===== src/rtl/txuart_arb_pkg.sv =====
// Shared types and constants for the txuart packet arbiter.
// State encoding, default lock timeout and an index-width helper.
package txuart_arb_pkg;

  typedef enum logic [1:0] {
    ARB_IDLE = 2'b00,
    ARB_LOAD = 2'b01,
    ARB_SEND = 2'b10
  } arb_state_t;

  // 16 bauds at 868 clocks per baud
  localparam logic [23:0] TIMEOUT_DEFAULT = 24'd13888;

  function automatic int idx_w(input int n);
    return (n > 1) ? $clog2(n) : 1;
  endfunction

endpackage


===== src/rtl/txuart_rr_pick.sv =====
// Combinational round-robin picker: first set request after ptr, with wrap.
// Ports: req (request vector), ptr (last served), winner (index), any_req.
module txuart_rr_pick
  import txuart_arb_pkg::*;
#(
  parameter int NREQ = 4,
  localparam int IW = idx_w(NREQ)
) (
  input  logic [NREQ-1:0] req,
  input  logic [IW-1:0]   ptr,
  output logic [IW-1:0]   winner,
  output logic            any_req
);

  logic [IW-1:0] cand;
  logic          found;

  always_comb begin
    winner  = '0;
    any_req = |req;
    found   = 1'b0;
    cand    = '0;
    // i = NREQ comes back to ptr itself, so the last owner
    // is only picked when nobody else is asking
    for (int i = 1; i <= NREQ; i++) begin
      cand = IW'((int'(ptr) + i) % NREQ);
      if (!found && req[cand]) begin
        winner = cand;
        found  = 1'b1;
      end
    end
  end

endmodule


===== src/rtl/txuart_arbiter.sv =====
// Packet-granular round-robin arbiter sharing one txuart among NREQ sources.
// Ports: i_clk, i_reset; i_req_stb/i_req_data/i_req_last in, o_req_ack out;
// o_grant (one-hot owner), o_abort (lock timeout), o_tx_stb/o_tx_data to the
// txuart, i_tx_busy from it.
module txuart_arbiter
  import txuart_arb_pkg::*;
#(
  parameter int          NREQ           = 4,
  parameter logic [23:0] TIMEOUT_CYCLES = TIMEOUT_DEFAULT,
  localparam int         IW             = idx_w(NREQ)
) (
  input  logic              i_clk,
  input  logic              i_reset,
  input  logic [NREQ-1:0]   i_req_stb,
  input  logic [8*NREQ-1:0] i_req_data,
  input  logic [NREQ-1:0]   i_req_last,
  output logic [NREQ-1:0]   o_req_ack,
  output logic [NREQ-1:0]   o_grant,
  output logic              o_abort,
  output logic              o_tx_stb,
  output logic [7:0]        o_tx_data,
  input  logic              i_tx_busy
);

  arb_state_t      state, state_n;
  logic [IW-1:0]   grant, grant_n;
  logic [IW-1:0]   ptr, ptr_n;
  logic [IW-1:0]   winner;
  logic            any_req;
  logic            last_r, last_n;
  logic [23:0]     cnt, cnt_n;
  logic [NREQ-1:0] ack_n, og_n;
  logic            stb_n, abort_n;
  logic [7:0]      data_n;
  logic [7:0]      req_byte [NREQ];

  for (genvar k = 0; k < NREQ; k++) begin : g_byte
    assign req_byte[k] = i_req_data[8*k +: 8];
  end

  txuart_rr_pick #(.NREQ(NREQ)) u_pick (
    .req     (i_req_stb),
    .ptr     (ptr),
    .winner  (winner),
    .any_req (any_req)
  );

  always_ff @(posedge i_clk) begin
    if (i_reset) begin
      state     <= ARB_IDLE;
      grant     <= '0;
      ptr       <= IW'(NREQ - 1);
      last_r    <= 1'b0;
      cnt       <= '0;
      o_req_ack <= '0;
      o_grant   <= '0;
      o_abort   <= 1'b0;
      o_tx_stb  <= 1'b0;
      o_tx_data <= '0;
    end else begin
      state     <= state_n;
      grant     <= grant_n;
      ptr       <= ptr_n;
      last_r    <= last_n;
      cnt       <= cnt_n;
      o_req_ack <= ack_n;
      o_grant   <= og_n;
      o_abort   <= abort_n;
      o_tx_stb  <= stb_n;
      o_tx_data <= data_n;
    end
  end

  always_comb begin
    state_n = state;
    grant_n = grant;
    ptr_n   = ptr;
    last_n  = last_r;
    cnt_n   = cnt;
    og_n    = o_grant;
    stb_n   = o_tx_stb;
    data_n  = o_tx_data;
    ack_n   = '0;
    abort_n = 1'b0;
    unique case (state)
      ARB_IDLE: begin
        cnt_n = '0;
        if (any_req) begin
          grant_n       = winner;
          og_n          = '0;
          og_n[winner]  = 1'b1;
          state_n       = ARB_LOAD;
        end
      end
      ARB_LOAD: begin
        if (i_req_stb[grant]) begin
          data_n       = req_byte[grant];
          stb_n        = 1'b1;
          last_n       = i_req_last[grant];
          ack_n[grant] = 1'b1;
          cnt_n        = '0;
          state_n      = ARB_SEND;
        end else if (cnt >= TIMEOUT_CYCLES - 24'd1) begin
          // owner went quiet mid-packet: drop the lock
          abort_n = 1'b1;
          ptr_n   = grant;
          og_n    = '0;
          cnt_n   = '0;
          state_n = ARB_IDLE;
        end else if (cnt != '1) begin
          cnt_n = cnt + 24'd1;
        end
      end
      ARB_SEND: begin
        // byte is registered; hold it until txuart takes it
        if (o_tx_stb && !i_tx_busy) begin
          stb_n = 1'b0;
          if (last_r) begin
            ptr_n   = grant;
            og_n    = '0;
            state_n = ARB_IDLE;
          end else begin
            state_n = ARB_LOAD;
          end
        end
      end
      default: state_n = ARB_IDLE;
    endcase
  end

endmodule


===== config.mk =====
export PLATFORM = sky130hd
export DESIGN_NAME = txuart_arbiter
export DESIGN_NICKNAME = d
export VERILOG_FILES = /design/src/rtl/txuart_arb_pkg.sv /design/src/rtl/txuart_rr_pick.sv /design/src/rtl/txuart_arbiter.sv
export SDC_FILE = /design/constraint.sdc
export NUM_CORES = 1
export LEC_CHECK = 0
export BUFFER_PORTS_ARGS = -buffer_cell sky130_fd_sc_hd__buf_2
export CAP_MARGIN = 20
export CORE_ASPECT_RATIO = 0.6
export CORE_MARGIN = 3
export CORE_UTILIZATION = 40
export DETAILED_ROUTE_END_ITERATION = 10
export PLACE_DENSITY = 0.66
export SKIP_LAST_GASP = 1
export SYNTH_ARGS = -nofsm -noshare
export SYNTH_HDL_FRONTEND = slang
export SYNTH_SLANG_ARGS = --single-unit
export TNS_END_PERCENT = 20

===== constraint.sdc =====
create_clock -name i_clk -period 2.49 [get_ports i_clk]
set_input_delay 0.3735 -clock i_clk [delete_from_list [all_inputs] [get_ports i_clk]]
set_output_delay 0.3735 -clock i_clk [all_outputs]
set_load 0.02 [all_outputs]

Word level (Yosys, flattened, before mapping)
Cells that the tools add are included.
- output and inout port bits: 18
- input port bits: 43
- register bits: 49
- bits in writable memories: 0
- latch bits: 0
- memories: 0
- ROM bits: 0
- logic and storage cells: 114
- $mul: 0
- magnitude comparators: 10
- multiplexer cells: 51
- reductions and logical operators: 24
- bitwise operators: 3
- equal/unequal tests: 11
- $add $sub $neg: 5
- shift-type cells: 0
- divide/modulo/power cells: 0
- operators with widths (kind ; number):
    2-to-1 mux 24 bit ; 3
    one-hot mux 24 bit (2 select lines) ; 1
    adder 24 x 1 -> 24 bit (second input constant) ; 1
    greater-or-equal comparator 24 x 14 -> 1 bit (second input constant) ; 1
    2-to-1 mux 2 bit ; 12
    inequality test 24 bit (second input constant) ; 1
    2-to-1 mux 4 bit ; 5
    < comparator 2 x 3 -> 1 bit (second input constant) ; 6
    binary-select mux 8 bit (select 2 bit) ; 1
    2-to-1 mux 8 bit ; 2
    2-to-1 mux 1 bit ; 15
    binary-select mux 1 bit (select 2 bit) ; 6
    inequality test 2 bit (second input constant) ; 6
    one-hot mux 4 bit (3 select lines) ; 1
    logical AND 1 bit ; 6
    one-hot mux 2 bit (3 select lines) ; 1
    AND reduction 2 bit ; 3
    AND reduction 3 bit ; 2
    AND reduction 6 bit ; 1
    OR reduction 3 bit ; 2
    AND reduction 5 bit ; 1
    adder 2 x 1 -> 2 bit (second input constant) ; 2
    adder 2 bit (second input constant) ; 2
    demux 1 bit (select 2 bit) ; 2
    other kinds (15) ; 21

Longest topological paths before layout
- depth after elaboration: 19
- depth in mapped cells: 7
- gate-level depth less buffers: 7

Hierarchy
From an unflattened synthesis, not the netlist that was laid out.
- cells, all modules: 281
- area total of the unflattened synthesis: 2474.9 µm²
- modules (own cells, without submodules) (module ; times used ; sequential area each (µm²) ; cells an instance ; area each (µm²)):
    txuart_arbiter ; 1 ; 980.9 ; 267 ; 2393.5
    txuart_rr_pick ; 1 ; 0.0 ; 14 ; 81.3

Worst setup path after synthesis
OpenSTA, ideal clock, no wires.
- path type: register -> register
- start point: register grant[0]
- end point: register o_grant[1]
- path slack: 0.530 ns
- arrival time: 1.864 ns
- stages on the path, launching flop included: 7
- data required time: 2.394 ns
- cells stage by stage: dfxtp_1 > buf_6 > mux4_2 > and2_4 > nor4_4 > nand2_2 > o41ai_2
- word-level cells in the longest chain between the ends: 4
- ends and longest elaborated chain (item ; RTL line ; RTL):
    start: declaration ; txuart_arbiter.sv:26 ; logic [IW-1:0] grant, grant_n;
    start signal: assignment ; txuart_arbiter.sv:62 ; grant <= grant_n;
    binary-select mux 1 bit (select 2 bit) ; txuart_arbiter.sv:96 ; if (i_req_stb[grant]) begin
    2-to-1 mux 1 bit (implied by the code) ; txuart_arbiter.sv:96 ;
    inequality test 2 bit (no line) ; -- ;
    AND reduction 6 bit (no line) ; -- ;
    end signal: assignment ; txuart_arbiter.sv:67 ; o_grant <= og_n;
    end: declaration ; txuart_arbiter.sv:18 ; output logic [NREQ-1:0] o_grant,
No other way between the ends. The select of a mux whose other input is x is not followed.
A chain may end at the register's enable or synchronous reset.

Final worst setup path
- start point: register cnt[17]
- end point: register cnt[2]
- word-level cells in the longest chain between the ends: 4
- elaborated cells on any way between the ends: 7
- ends and longest elaborated chain (item ; RTL line ; RTL):
    start: declaration ; txuart_arbiter.sv:31 ; logic [23:0] cnt, cnt_n;
    start signal: assignment ; txuart_arbiter.sv:65 ; cnt <= cnt_n;
    greater-or-equal comparator 24 x 14 -> 1 bit ; txuart_arbiter.sv:103 ; end else if (cnt >= TIMEOUT_CYCLES - 24'd1) begin
    2-to-1 mux 24 bit ; txuart_arbiter.sv:103 ;
    2-to-1 mux 24 bit ; txuart_arbiter.sv:96 ;
    one-hot mux 24 bit (2 select lines) ; txuart_arbiter.sv:85 ; unique case (state)
Parallel ways exist; a longest one is shown, timed or not.

==> out/results.ini <==
[critical_path]
worstPathArrival_ns = 2.45
cp_cell_sequence = nor4_1 > o2111ai_1 > a21oi_1 > a21oi_1 > buf_4 > a311oi_1
cpMostUsedCell = a21oi_1
max_stage_delay_ns = 0.53
regToRegSetupSlack_ns = 0.25
start_kind = register
crit_family = compound AO/OA/AOI/OAI gates
crit_path_top_delay_cell = nor4_1
cp_num_buf_inv = 1
worst-path-max-fanout = 23
cp-startpoint = cnt[17]
crit_required_ns = 2.70
criticalPathCategory = register to register
crit_path_end_kind = register
reg2reg_from = cnt[17]

[final_layout]
layout-drive-gt1-share_pct = 26.25
final_nets = 388
fillCellCount = 558
final_cell_mix = buf_2 (60), dfxtp_1 (49), nor2_1 (43), nand2_1 (25), a21oi_1 (19)
multiInputGateArea_sq_mm = 0.001453
final_cells = 419
final-seq-area_sq_um = 980.9
post-route-cell-area_sq_mm = 0.003003
layout_commonest_cell = buf_2
layout-area-overhead-vs-synth_pct = 19.05
diodes = 0

[timing]
tightestPinTransition_ns = 0.7360
max_freq_ghz = 0.4468
fin_crit_sh_pct = 89.89
fin_skew_ns = 0.005429
fin_setup_tns_ns = 0
rsz0062_at_grt = false
slew_viol_final = 0
slew_headroom_pct = 50.49
fin_crit_ns = 2.238
setup_viol = 0
hold_ws_ns = 0.4072
finalHoldViolations = 0

[clock_network]
cts_setup_buffers = 0
clk_latency_ns = 0.29
cts_tree = built
clk_pin_slew_ns = 0.08
numClockSinks = 49
numCtsBuffers = 5
cts-root-buf = clkbuf_8
holdBufCountCts = 0
post_cts_resize_count = 0
clockBufferDepth = 2
htreeDepth = 2

[pwr]
cellLeakagePower_nw = 1.195
seq_power_share_pct = 39.6
p_int_mw = 1.557
cellPowerDensity_mw_per_mm2 = 825.8
switching_share_pct = 37.19
irDropWorstVdd_mv = 0.3993
pwr-share-clk_pct = 19.0
comb_power_share_pct = 41.4
switchingPower_uw = 922.3

[floorplanning]
core_area_sq_mm = 0.005833
row_count = 21
ioPinCount = 61
die_h_um = 67.51
initial_core_util_pct = 43.24
dieArea_sq_mm = 0.007326
die_w_um = 108.5

[synthesis]
syn_area_sq_mm = 0.002522
synth_xor_area_share_pct = 3.819
synth_cells = 277
synth_cell_types = 47
synth_warnings = 0
synth-compound-area-share_pct = 12.60
muxShareOfSynthArea_pct = 12.60
synth_top_family_by_area = simple AND/OR/NAND/NOR gates
synth-seq-cells = 49
syn_area_per_cell_sq_um = 9.106
synthAdderAreaFrac_pct = 2.976
synth_simple_gate_area_share_pct = 25.60
synth_edf_count = 0
seq_area_frac_synth_pct = 38.89
async_flop_share_pct = 0
yosys_most_used_dff = dfxtp_1
synth_fp_nets = 326

[global_route]
grt_pass1_vias = 1870
antenna_found_initial = 0
grt_max_degree = 32
grt_pass1_wl_um = 9522
grt_overflow = 0
grt_usage_pct = 16.63

[hold_path]
min_from = i_tx_busy
hp-class = primary input to register

[flow_run]
drv_cap = 0

[route]
drt_wl_total_um = 5834
drc_errors = 0
vias = 2193
drt_iter0_markers = 164
first_pass_iters = 4
vias_per_cell = 5.234
wl_per_cell_um = 13.92
ant_nets = 0

[place]
hpwl_um = 4405
place_congestion = 0.7776
place_area_sq_mm = 0.002917
port_buffers = 60
numPlacedInstances = 412

[outcome]
outcome = finished clean

==> worst paths after layout <==
path,cells past startpoint,endpoint
worst max-delay path,6,cnt[2]
worst min-delay path,3,o_tx_stb
worst max register to register,6,cnt[2]
worst min register to register,2,o_tx_data[2]
==> through the flow <==
step / util, % / setup WS [ns] / total power, mW
2_1_floorplan: - / 0.5304 / 1.756
3_3_place_gp: 50.00 / 0.3826 / 2.007
3_5_place_dp: 50.00 / 0.3102 / 2.016
4_1_cts: 51.48 / 0.2727 / 2.493
5_1_grt: 51.48 / 0.02231 / 2.650
6_report: 51.48 / 0.2517 / 2.480
==> cells by family (layout without fill, tap and decap cells) <==
group / count (synthesis) / in the layout
fa+ha+maj: 6 / 6
flops: 49 / 49
mux: 18 / 18
xor+xnor: 11 / 11
simple gates: 126 / 126
buf+inv: 21 / 83
compound gates: 46 / 46
==> cell usage after synthesis, types with 2 or more instances <==
| cell type | count | area [sq um] |
|---|---|---|
| nand4_1 | 3 | 18.77 |
| xor2_1 | 6 | 52.55 |
| clkbuf_1 | 8 | 30.03 |
| buf_2 | 2 | 10.01 |
| nor4bb_1 | 2 | 20.02 |
| a211oi_1 | 2 | 15.01 |
| mux4_2 | 7 | 157.7 |
| mux2i_1 | 7 | 70.07 |
| nor4_1 | 6 | 37.54 |
| xnor2_1 | 5 | 43.79 |
| and2_1 | 2 | 12.51 |
| nand3_1 | 9 | 45.04 |
| a41oi_1 | 2 | 17.52 |
| a31oi_1 | 5 | 31.28 |
| a41o_1 | 2 | 20.02 |
| dfxtp_1 | 49 | 980.9 |
| a21boi_0 | 2 | 15.01 |
| nor2_1 | 43 | 161.4 |
| and4_1 | 5 | 43.79 |
| or2_2 | 3 | 18.77 |
| o211a_1 | 2 | 20.02 |
| o21ai_0 | 3 | 15.01 |
| a211o_1 | 2 | 17.52 |
| nor4b_1 | 2 | 17.52 |
| nor2b_1 | 5 | 31.28 |
| inv_1 | 10 | 37.54 |
| mux4_1 | 3 | 78.83 |
| nor3_1 | 8 | 40.04 |
| a21oi_1 | 19 | 95.09 |
| nand2b_1 | 7 | 43.79 |
| nand2_1 | 25 | 93.84 |
| ha_1 | 6 | 75.07 |
==> cell type report <==
class / count / share of cell area, %
well taps: 80 / 3.333
clock buffers: 7 / 2.875
inverters: 10 / 1.250
multi-input cells: 207 / 48.37
repair buffers: 66 / 11.50
flip-flops and latches: 49 / 32.67
==> registers in the layout, summed over array words and instances (netlist names) <==
| signal | flops |
|---|---|
| ptr | 2 |
| o_tx_data | 8 |
| o_grant | 4 |
| o_abort | 1 |
| o_tx_stb | 1 |
| grant | 2 |
| state | 2 |
| o_req_ack | 4 |
| last_r | 1 |
| cnt | 24 |
==> per-layer routing <==
metal  routed length [um]  track usage (%)  vias to the layer above  share of wire, %
met1                 3159            27.51                     1010                54
met4                    4            2.835                        0             0.069
met2                 2326            21.54                       59                40
li1                     -                -                     1122                 -
met3                  344            3.438                        2               5.9
met5                    0                0                        -                 0
==> worst reg2reg max path, cell delays in order, from the launching register on <==
cell,delay (ns)
dfxtp_1,0.35
nor4_1,0.53
o2111ai_1,0.19
a21oi_1,0.50
a21oi_1,0.14
buf_4,0.25
a311oi_1,0.21
==> power groups by stage <==
stage               Sequential (mW)  Clock [mW]  Combinational, mW
CTS                           0.979       0.488               1.03
global placement              0.993           0               1.01
detailed placement            0.995           0               1.02
global route                  0.996       0.519               1.14
floorplan                      1.04           0              0.713
finish                        0.982       0.472               1.03
Note: power is estimated with default switching activity, not from simulation.
